## src/rtl/pipe_hazard_unit.sv

```systemverilog
// Hazard and forwarding controller for a five-stage pipeline.
// A shift-register scoreboard tracks the destination register of each instruction
// past decode. From it, the unit derives operand forwarding selects, the load-use
// stall and the taken-branch flush. It also keeps saturating event counters.
module pipe_hazard_unit #(
    parameter int unsigned REG_AW       = 5,
    parameter int unsigned STAGES       = 3,
    parameter int unsigned LOAD_LAT     = 1,
    parameter int unsigned FLUSH_CYCLES = 1,
    parameter int unsigned CNT_W        = 16,
    localparam int unsigned FWD_W       = $clog2(STAGES + 1)
) (
    input  logic              clk,
    input  logic              rst,
    input  logic              id_valid,
    input  logic [REG_AW-1:0] id_rs,
    input  logic [REG_AW-1:0] id_rt,
    input  logic              id_uses_rt,
    input  logic [REG_AW-1:0] id_rd,
    input  logic              id_regwrite,
    input  logic              id_memread,
    input  logic              ex_branch_taken,
    output logic              stall,
    output logic              flush,
    output logic [FWD_W-1:0]  fwd_a,
    output logic [FWD_W-1:0]  fwd_b,
    output logic [CNT_W-1:0]  stall_count,
    output logic [CNT_W-1:0]  flush_count
);

    localparam int unsigned FCNT_W = $clog2(FLUSH_CYCLES) + 1;

    // Scoreboard slots: index 0 is EX, higher indices are older.
    logic [STAGES-1:0] v_q, v_d;
    logic [STAGES-1:0] ld_q, ld_d;
    logic [REG_AW-1:0] rd_q [STAGES];
    logic [REG_AW-1:0] rd_d [STAGES];

    logic [FCNT_W-1:0] fcnt_q, fcnt_d;
    logic [CNT_W-1:0]  stall_count_q, stall_count_d;
    logic [CNT_W-1:0]  flush_count_q, flush_count_d;

    logic             a_ld, b_ld;
    logic [FWD_W-1:0] a_sel, b_sel;
    logic             load_use;

    // Youngest matching slot for each source; walking old-to-young lets the youngest win.
    always_comb begin
        a_sel = '0;
        b_sel = '0;
        a_ld  = 1'b0;
        b_ld  = 1'b0;
        for (int k = STAGES - 1; k >= 0; k--) begin
            if (v_q[k] && (rd_q[k] == id_rs) && (id_rs != '0)) begin
                a_sel = FWD_W'(k + 1);
                a_ld  = ld_q[k] && (k < int'(LOAD_LAT));
            end
            if (v_q[k] && (rd_q[k] == id_rt) && (id_rt != '0)) begin
                b_sel = FWD_W'(k + 1);
                b_ld  = ld_q[k] && (k < int'(LOAD_LAT));
            end
        end
    end

    assign load_use    = a_ld | (id_uses_rt & b_ld);
    assign flush       = ex_branch_taken | (fcnt_q != '0);
    assign stall       = id_valid & load_use & ~flush;
    assign fwd_a       = id_valid ? a_sel : '0;
    assign fwd_b       = (id_valid & id_uses_rt) ? b_sel : '0;
    assign stall_count = stall_count_q;
    assign flush_count = flush_count_q;

    // Next state: shift the scoreboard, run the flush timer, bump the saturating counters.
    always_comb begin
        v_d  = '0;
        ld_d = '0;
        for (int k = 0; k < STAGES; k++) begin
            rd_d[k] = '0;
        end
        // The scoreboard always advances; a held ID stage shows up as a bubble in EX.
        v_d[0]  = id_valid & id_regwrite & (id_rd != '0) & ~stall & ~flush;
        rd_d[0] = id_rd;
        ld_d[0] = id_memread;
        for (int k = 1; k < STAGES; k++) begin
            v_d[k]  = v_q[k-1];
            rd_d[k] = rd_q[k-1];
            ld_d[k] = ld_q[k-1];
        end

        fcnt_d = fcnt_q;
        if (ex_branch_taken) begin
            fcnt_d = FCNT_W'(FLUSH_CYCLES - 1);
        end else if (fcnt_q != '0) begin
            fcnt_d = fcnt_q - FCNT_W'(1);
        end

        stall_count_d = stall_count_q;
        if (stall && (stall_count_q != '1)) begin
            stall_count_d = stall_count_q + CNT_W'(1);
        end
        flush_count_d = flush_count_q;
        if (ex_branch_taken && (flush_count_q != '1)) begin
            flush_count_d = flush_count_q + CNT_W'(1);
        end
    end

    // Control state with synchronous reset.
    always_ff @(posedge clk) begin
        if (rst) begin
            v_q           <= '0;
            ld_q          <= '0;
            fcnt_q        <= '0;
            stall_count_q <= '0;
            flush_count_q <= '0;
        end else begin
            v_q           <= v_d;
            ld_q          <= ld_d;
            fcnt_q        <= fcnt_d;
            stall_count_q <= stall_count_d;
            flush_count_q <= flush_count_d;
        end
    end

    // Register addresses are qualified by v, so they need no reset.
    always_ff @(posedge clk) begin
        for (int k = 0; k < STAGES; k++) begin
            rd_q[k] <= rd_d[k];
        end
    end

endmodule

```

## config.mk

```make
export PLATFORM = sky130hd
export DESIGN_NAME = pipe_hazard_unit
export DESIGN_NICKNAME = d
export VERILOG_FILES = /design/src/rtl/pipe_hazard_unit.sv
export SDC_FILE = /design/constraint.sdc
export NUM_CORES = 1
export LEC_CHECK = 0
export CAP_MARGIN = 20
export CELL_PAD_IN_SITES_DETAIL_PLACEMENT = 1
export CELL_PAD_IN_SITES_GLOBAL_PLACEMENT = 2
export CORE_ASPECT_RATIO = 2
export CORE_MARGIN = 4
export CORE_UTILIZATION = 29
export DETAILED_ROUTE_END_ITERATION = 6
export PLACE_DENSITY_LB_ADDON = 0.1
export SYNTH_ARGS = -nofsm -noshare
export SYNTH_HDL_FRONTEND = slang
export SYNTH_SLANG_ARGS = --single-unit
```

## constraint.sdc

```tcl
create_clock -name clk -period 2.8 [get_ports clk]
set_clock_uncertainty 0.15 [all_clocks]
set_input_delay 0.7 -clock clk [delete_from_list [all_inputs] [get_ports clk]]
set_output_delay 0.7 -clock clk [all_outputs]
set_load 0.05 [all_outputs]
```

### After elaboration in Yosys (flattened, before gate mapping)

Memories as Yosys holds them, arrays and structs flattened.
Index checks and enable logic that the tools add are counted.

| word-level totals | value |
|---|---|
| bits in registers | 37 |
| bits in writable memories | 15 |
| input port bits | 22 |
| output and inout bits | 38 |
| word-level logic and storage cells | 58 |
| memories | 1 |

| cells by class | value |
|---|---|
| $add $sub $neg | 3 |
| equal/unequal tests | 8 |
| muxes and demuxes | 10 |
| bitwise operators | 13 |
| reductions and logical operators | 18 |

Memories:

| name | depth | bits a word | rd ports | clocked after memory_dff | write ports | line | source |
|---|---|---|---|---|---|---|---|
| rd_q | 3 | 5 | 3 | 0 | 3 | 36 | `logic [REG_AW-1:0] rd_q [STAGES];` |

Operators by type and width:

| cell | count |
|---|---|
| adder 16 x 1 -> 16 bit (second input constant) | 2 |
| != test 16 bit (second input constant) | 2 |
| == test 5 bit | 6 |
| two-way mux 2 bit | 8 |
| nonzero test 5 bit | 3 |
| logical AND 1 bit | 14 |
| AND 1 bit | 8 |
| inverter 1 bit | 3 |
| OR reduction 3 bit | 1 |
| two-way mux 1 bit | 2 |
| bitwise OR 1 bit | 2 |
| subtractor 1 bit (second input constant) | 1 |

### Longest topological paths before layout

| depth | value |
|---|---|
| word-level depth | 11 |
| gate-level depth with buffers | 7 |
| gate-level depth less buffers | 7 |

### Worst setup path after synthesis

OpenSTA, ideal clock, no wires.

| timing | value |
|---|---|
| path type | input-to-output |
| start point | input id_rs[0] |
| end point | output fwd_a[1] |
| arrival time | 2745 ps |
| required time | 1950 ps |
| slack | -795 ps |
| cell stages on the path | 5 |
| buffers on the path | 1 |
| cell sequence | or4_1 -> nor2_2 -> nor4_2 -> buf_6 -> nor3b_1 |

| on the way | value |
|---|---|
| cells in the longest elaborated chain, start to end | 7 |
| elaborated cells on any way between the ends | 14 |
| classes of those cells | eq/ne: 3; mux: 4; reduce/logical: 7 |

RTL lines:

| item | line | source |
|---|---|---|
| start: declaration | 16 | `input logic [REG_AW-1:0] id_rs,` |
| == test 5 bit | 54 | `if (v_q[k] && (rd_q[k] == id_rs) && (id_rs != '0)) begin` |
| logical AND 1 bit (2 in series) | 54 |  |
| two-way mux 2 bit (2 in series) | 54 |  |
| two-way mux 2 bit * | 54 |  |
| two-way mux 2 bit * | 68 | `assign fwd_a = id_valid ? a_sel : '0;` |
| end: declaration | 25 | `output logic [FWD_W-1:0] fwd_a,` |

Mark *: on every way between the ends. The rest lies on a longest branch, timed or not.

### Worst setup path after layout

| timing | value |
|---|---|
| start point | input id_rt[0] |
| end point | output stall |

| on the way | value |
|---|---|
| cells in the longest elaborated chain, start to end | 8 |
| elaborated cells on any way between the ends | 9 |
| classes of those cells | eq/ne: 1; mux: 1; bitwise: 4; reduce/logical: 3 |

RTL lines:

| item | line | source |
|---|---|---|
| start: declaration | 17 | `input logic [REG_AW-1:0] id_rt,` |
| == test 5 bit | 58 | `if (v_q[k] && (rd_q[k] == id_rt) && (id_rt != '0)) begin` |
| logical AND 1 bit | 58 |  |
| logical AND 1 bit * | 58 |  |
| two-way mux 1 bit * | 58 |  |
| AND 1 bit * | 65 | `assign load_use = a_ld \| (id_uses_rt & b_ld);` |
| bitwise OR 1 bit * | 65 |  |
| AND 1 bit * (2 in series) | 67 | `assign stall = id_valid & load_use & ~flush;` |
| end: declaration | 23 | `output logic stall,` |

Marked as above.

==> results.md <==
- Status: finished with violations
- Violated checks: setup timing
- I/O Buffers: 59
- Vias in the first global route: 2446
- Worst Tran Pin Value: 0.5865 ns
- Reg2Reg Depth: 9
- DP HPWL: 5955 microns
- Syn Inst Count: 263
- # rows: 47
- Initial antenna violation count: 0
- Cell variety after synth: 48
- Hold Path Depth: 0
- Power per cell area: 435.0 nW/um^2
- DRT iter0 DRCs: 41
- Initial Util: 29.71%
- YS warnings: 0
- Vias per cell: 5.007
- Top cells by area, synth: dfxtp_1 (42%), xor2_1 (10%), xnor2_1 (7.8%)
- Clock tree sinks: 52
- Switch share: 23.06%
- Final non-filler cell total: 455
- Count of flip-flops with a built-in enable after synthesis: 0
- Total congestion overflow: 0
- Layout cells sized above 1: 25.49%
- Cell Area, Synth: 2464 sq um
- Share of the yosys chip area belonging to registers: 42.25%
- TritonCTS Buffers: 5
- Internal power: 1.270 mW
- MaxCap Viol Count: 0
- Slowest stage cell on the critical path: or4_4
- Critical Path Start: id_rt[0]
- Logic pwr share: 10.9%
- Worst path bufs/invs: 2
- Switch Pwr: 380.6 uW
- Yosys reg bits: 52
- H-tree Lvls: 2
- Pleak: 1.405 nW
- DRT antenna net count: 0
- VDD IR-drop max: 0.3799 mV
- Req. time, crit path: 1.95 ns
- Worst skew pair latency: 0.29 ns
- Asr flop ratio synth: 0%
- CP delay by family, top: simple AND/OR/NAND/NOR gates
- Routed length per instance: 16.87 microns
- Worst reg2reg path endpoint: stall_count[15]
- Root buffer cell: clkbuf_16
- Final setup vio count: 5
- Global-route usage over all layers: 16.04%
- Slew Limit Fails: 0
- Main synth FF type: dfxtp_1
- TritonCTS clock tree: yes
- CP endpoint kind: primary output
- DRC Markers: 0
- Ant. Diodes: 0
- Worst setup margin: -0.2184 ns
- Clock buffer depth: 2
- DRT Wirelength: 7677 microns
- Place WS: -0.6359 ns
- Fillers: 934
- Setup crit end: stall
- Final hold vios: 0
- RSZ-0062 raised after global routing: yes
- Fin crit share: 107.8%
- Fin crit period: 3.018 ns
- CP Data Arrival Time: 2.17 ns
- Hold Worst Slack: 0.2440 ns
- RR Startpoint: rd_q[0][2]
- Die H: 138.3 microns
- CP max stage delay: 0.55 ns
- Number of nets in the layout: 380
- I/O pin count: 60
- Syn_nets: 287
- Full die area: 10120 sq um
- Vias: 2278
- Slew margin rel.: 60.78%
- Yosys top cell by area: dfxtp_1
- Clock-pin slew on the worst setup and hold paths: 0.07 ns
- Core Area: 8292 sq um
- Reg power frac: 47.2%
- Clock power frac: 41.9%
- Final setup TNS: -0.8520 ns
- Critical path class: primary input to primary output
- Largest net degree at the start of global routing: 17
- CTS Hold Bufs: 0
- Cells after DPL: 442
- RD Place Congestion: 0.8296
- Crit path launch type: primary input
- CP Depth: 7
- Worst-path fanout max: 4
- Reg2Reg Setup Slack: 0.50 ns
- Drt first pass iters: 4
- Avg Inst Size Synth: 9.367 sq um
- Post-synth top area share: 42.25%
- Critical path, cell by cell: buf_6, or4_4, nor2_4, nor3_4, or2_4, and3_4, buf_12
- First-pass GRT wire length: 12490 microns
- Overall Power: 1.650 mW
- Hold Crit Class: flop to flop
- Synth-to-layout area growth: 53.99%
- Fmax: 331.3 MHz
- Die width: 73.18 microns
what timing repair did:
action	CTS	global route
buffers inserted	5	1
pin swaps	23	12
hold endpoints to repair	0	0
resized for setup	61	7
endpoints found under the setup margin	7	5
area by class of cell:
class,instances,area (sq um),share of cell area (%)
Sequential cell,52,1041,27.44
Clock buffer,5,125.1,3.298
Multi-Input combinational cell,205,1583,41.72
Timing Repair Buffer,91,875.8,23.09
Inverter,1,3.754,0.09894
Clock inverter,3,42.54,1.121
Tap cell,98,122.6,3.232
worst min path at each step:
stage,startpoint,end
floorplan,rd_q[0][6],rd_q[0][11]
global placement,rd_q[0][8],rd_q[0][13]
detailed placement,rd_q[0][8],rd_q[0][13]
CTS,rd_q[0][8],rd_q[0][13]
global route,rd_q[0][8],rd_q[0][13]
finish,rd_q[0][6],rd_q[0][11]
flip-flops by register name, summed over array words and instances (netlist names):
register,count
flush_count,16
stall_count,16
rd_q,15
v_q,3
fcnt_q,1
ld_q,1
cell usage in the layout (no fill, tap or decap), types with 3 or more instances in the layout:
master            n
nand4_1          14
xor2_1           28
nor4_4            3
nand2_1          10
and4_1            3
nor2_1           26
or3_1             5
a31oi_1           4
clkdlybuf4s50_1  43
buf_6             9
clkbuf_16         5
nor2b_1           5
buf_4            28
xnor2_2           7
dfxtp_1          52
nand3_1          12
o21ai_0           5
a21oi_1           8
buf_12            5
xnor2_1          14
buf_2             4
o2111ai_1         4
and2_1            4
and3_1            7
nor2_4            3
nor3_1            4
power by group through the flow:
stage | Sequential [mW] | Combinational, mW | Clock (mW)
after floorplan | 0.798 | 0.0627 | 0
after global placement | 0.794 | 0.161 | 0
after CTS | 0.779 | 0.179 | 0.723
after global routing | 0.781 | 0.193 | 0.757
final | 0.779 | 0.180 | 0.692
after detailed placement | 0.794 | 0.162 | 0
synth_stat cells, types with 2 or more instances:
cell,instances
dfxtp_1,52
nor2_1,29
xor2_1,28
xnor2_1,22
nand4_1,14
nand3_1,13
nand2_1,10
a21oi_1,9
and3_1,8
nor2b_1,5
o21ai_0,5
or3_1,5
a31oi_1,4
and2_1,4
clkbuf_1,4
nor3_1,4
nor4_1,4
o2111ai_1,4
and4_1,3
nor3b_1,3
ha_1,2
mux2i_1,2
o21a_1,2
o21ai_2,2
or4_1,2
routing by layer:
layer	routed length [microns]	part of all wire, %	track usage [%]	vias up
met5	0	0	0	-
met3	234	3.0	2.907	8
met4	207	2.7	7.588	0
met1	2800	36	16.69	1103
li1	-	-	-	1123
met2	4434	58	29.43	44
cell families after synthesis:
logic type	after synthesis	share of synthesized area, %
xor+xnor	50	17.78
buf+inv	6	1.219
simple gates	116	26.92
compound gates	33	9.243
mux	3	1.422
flops	52	42.26
other cells	1	0.1522
fa+ha+maj	2	1.016
per-stage QoR:
step | utilization (%) | area, sq um
after detailed placement | 41.50 | 3441
after global placement | 41.50 | 3441
after floorplan | - | 2504
after CTS | 45.33 | 3759
after global routing | 45.75 | 3794
final | 45.75 | 3794
Power figures use the tool's default switching activity.
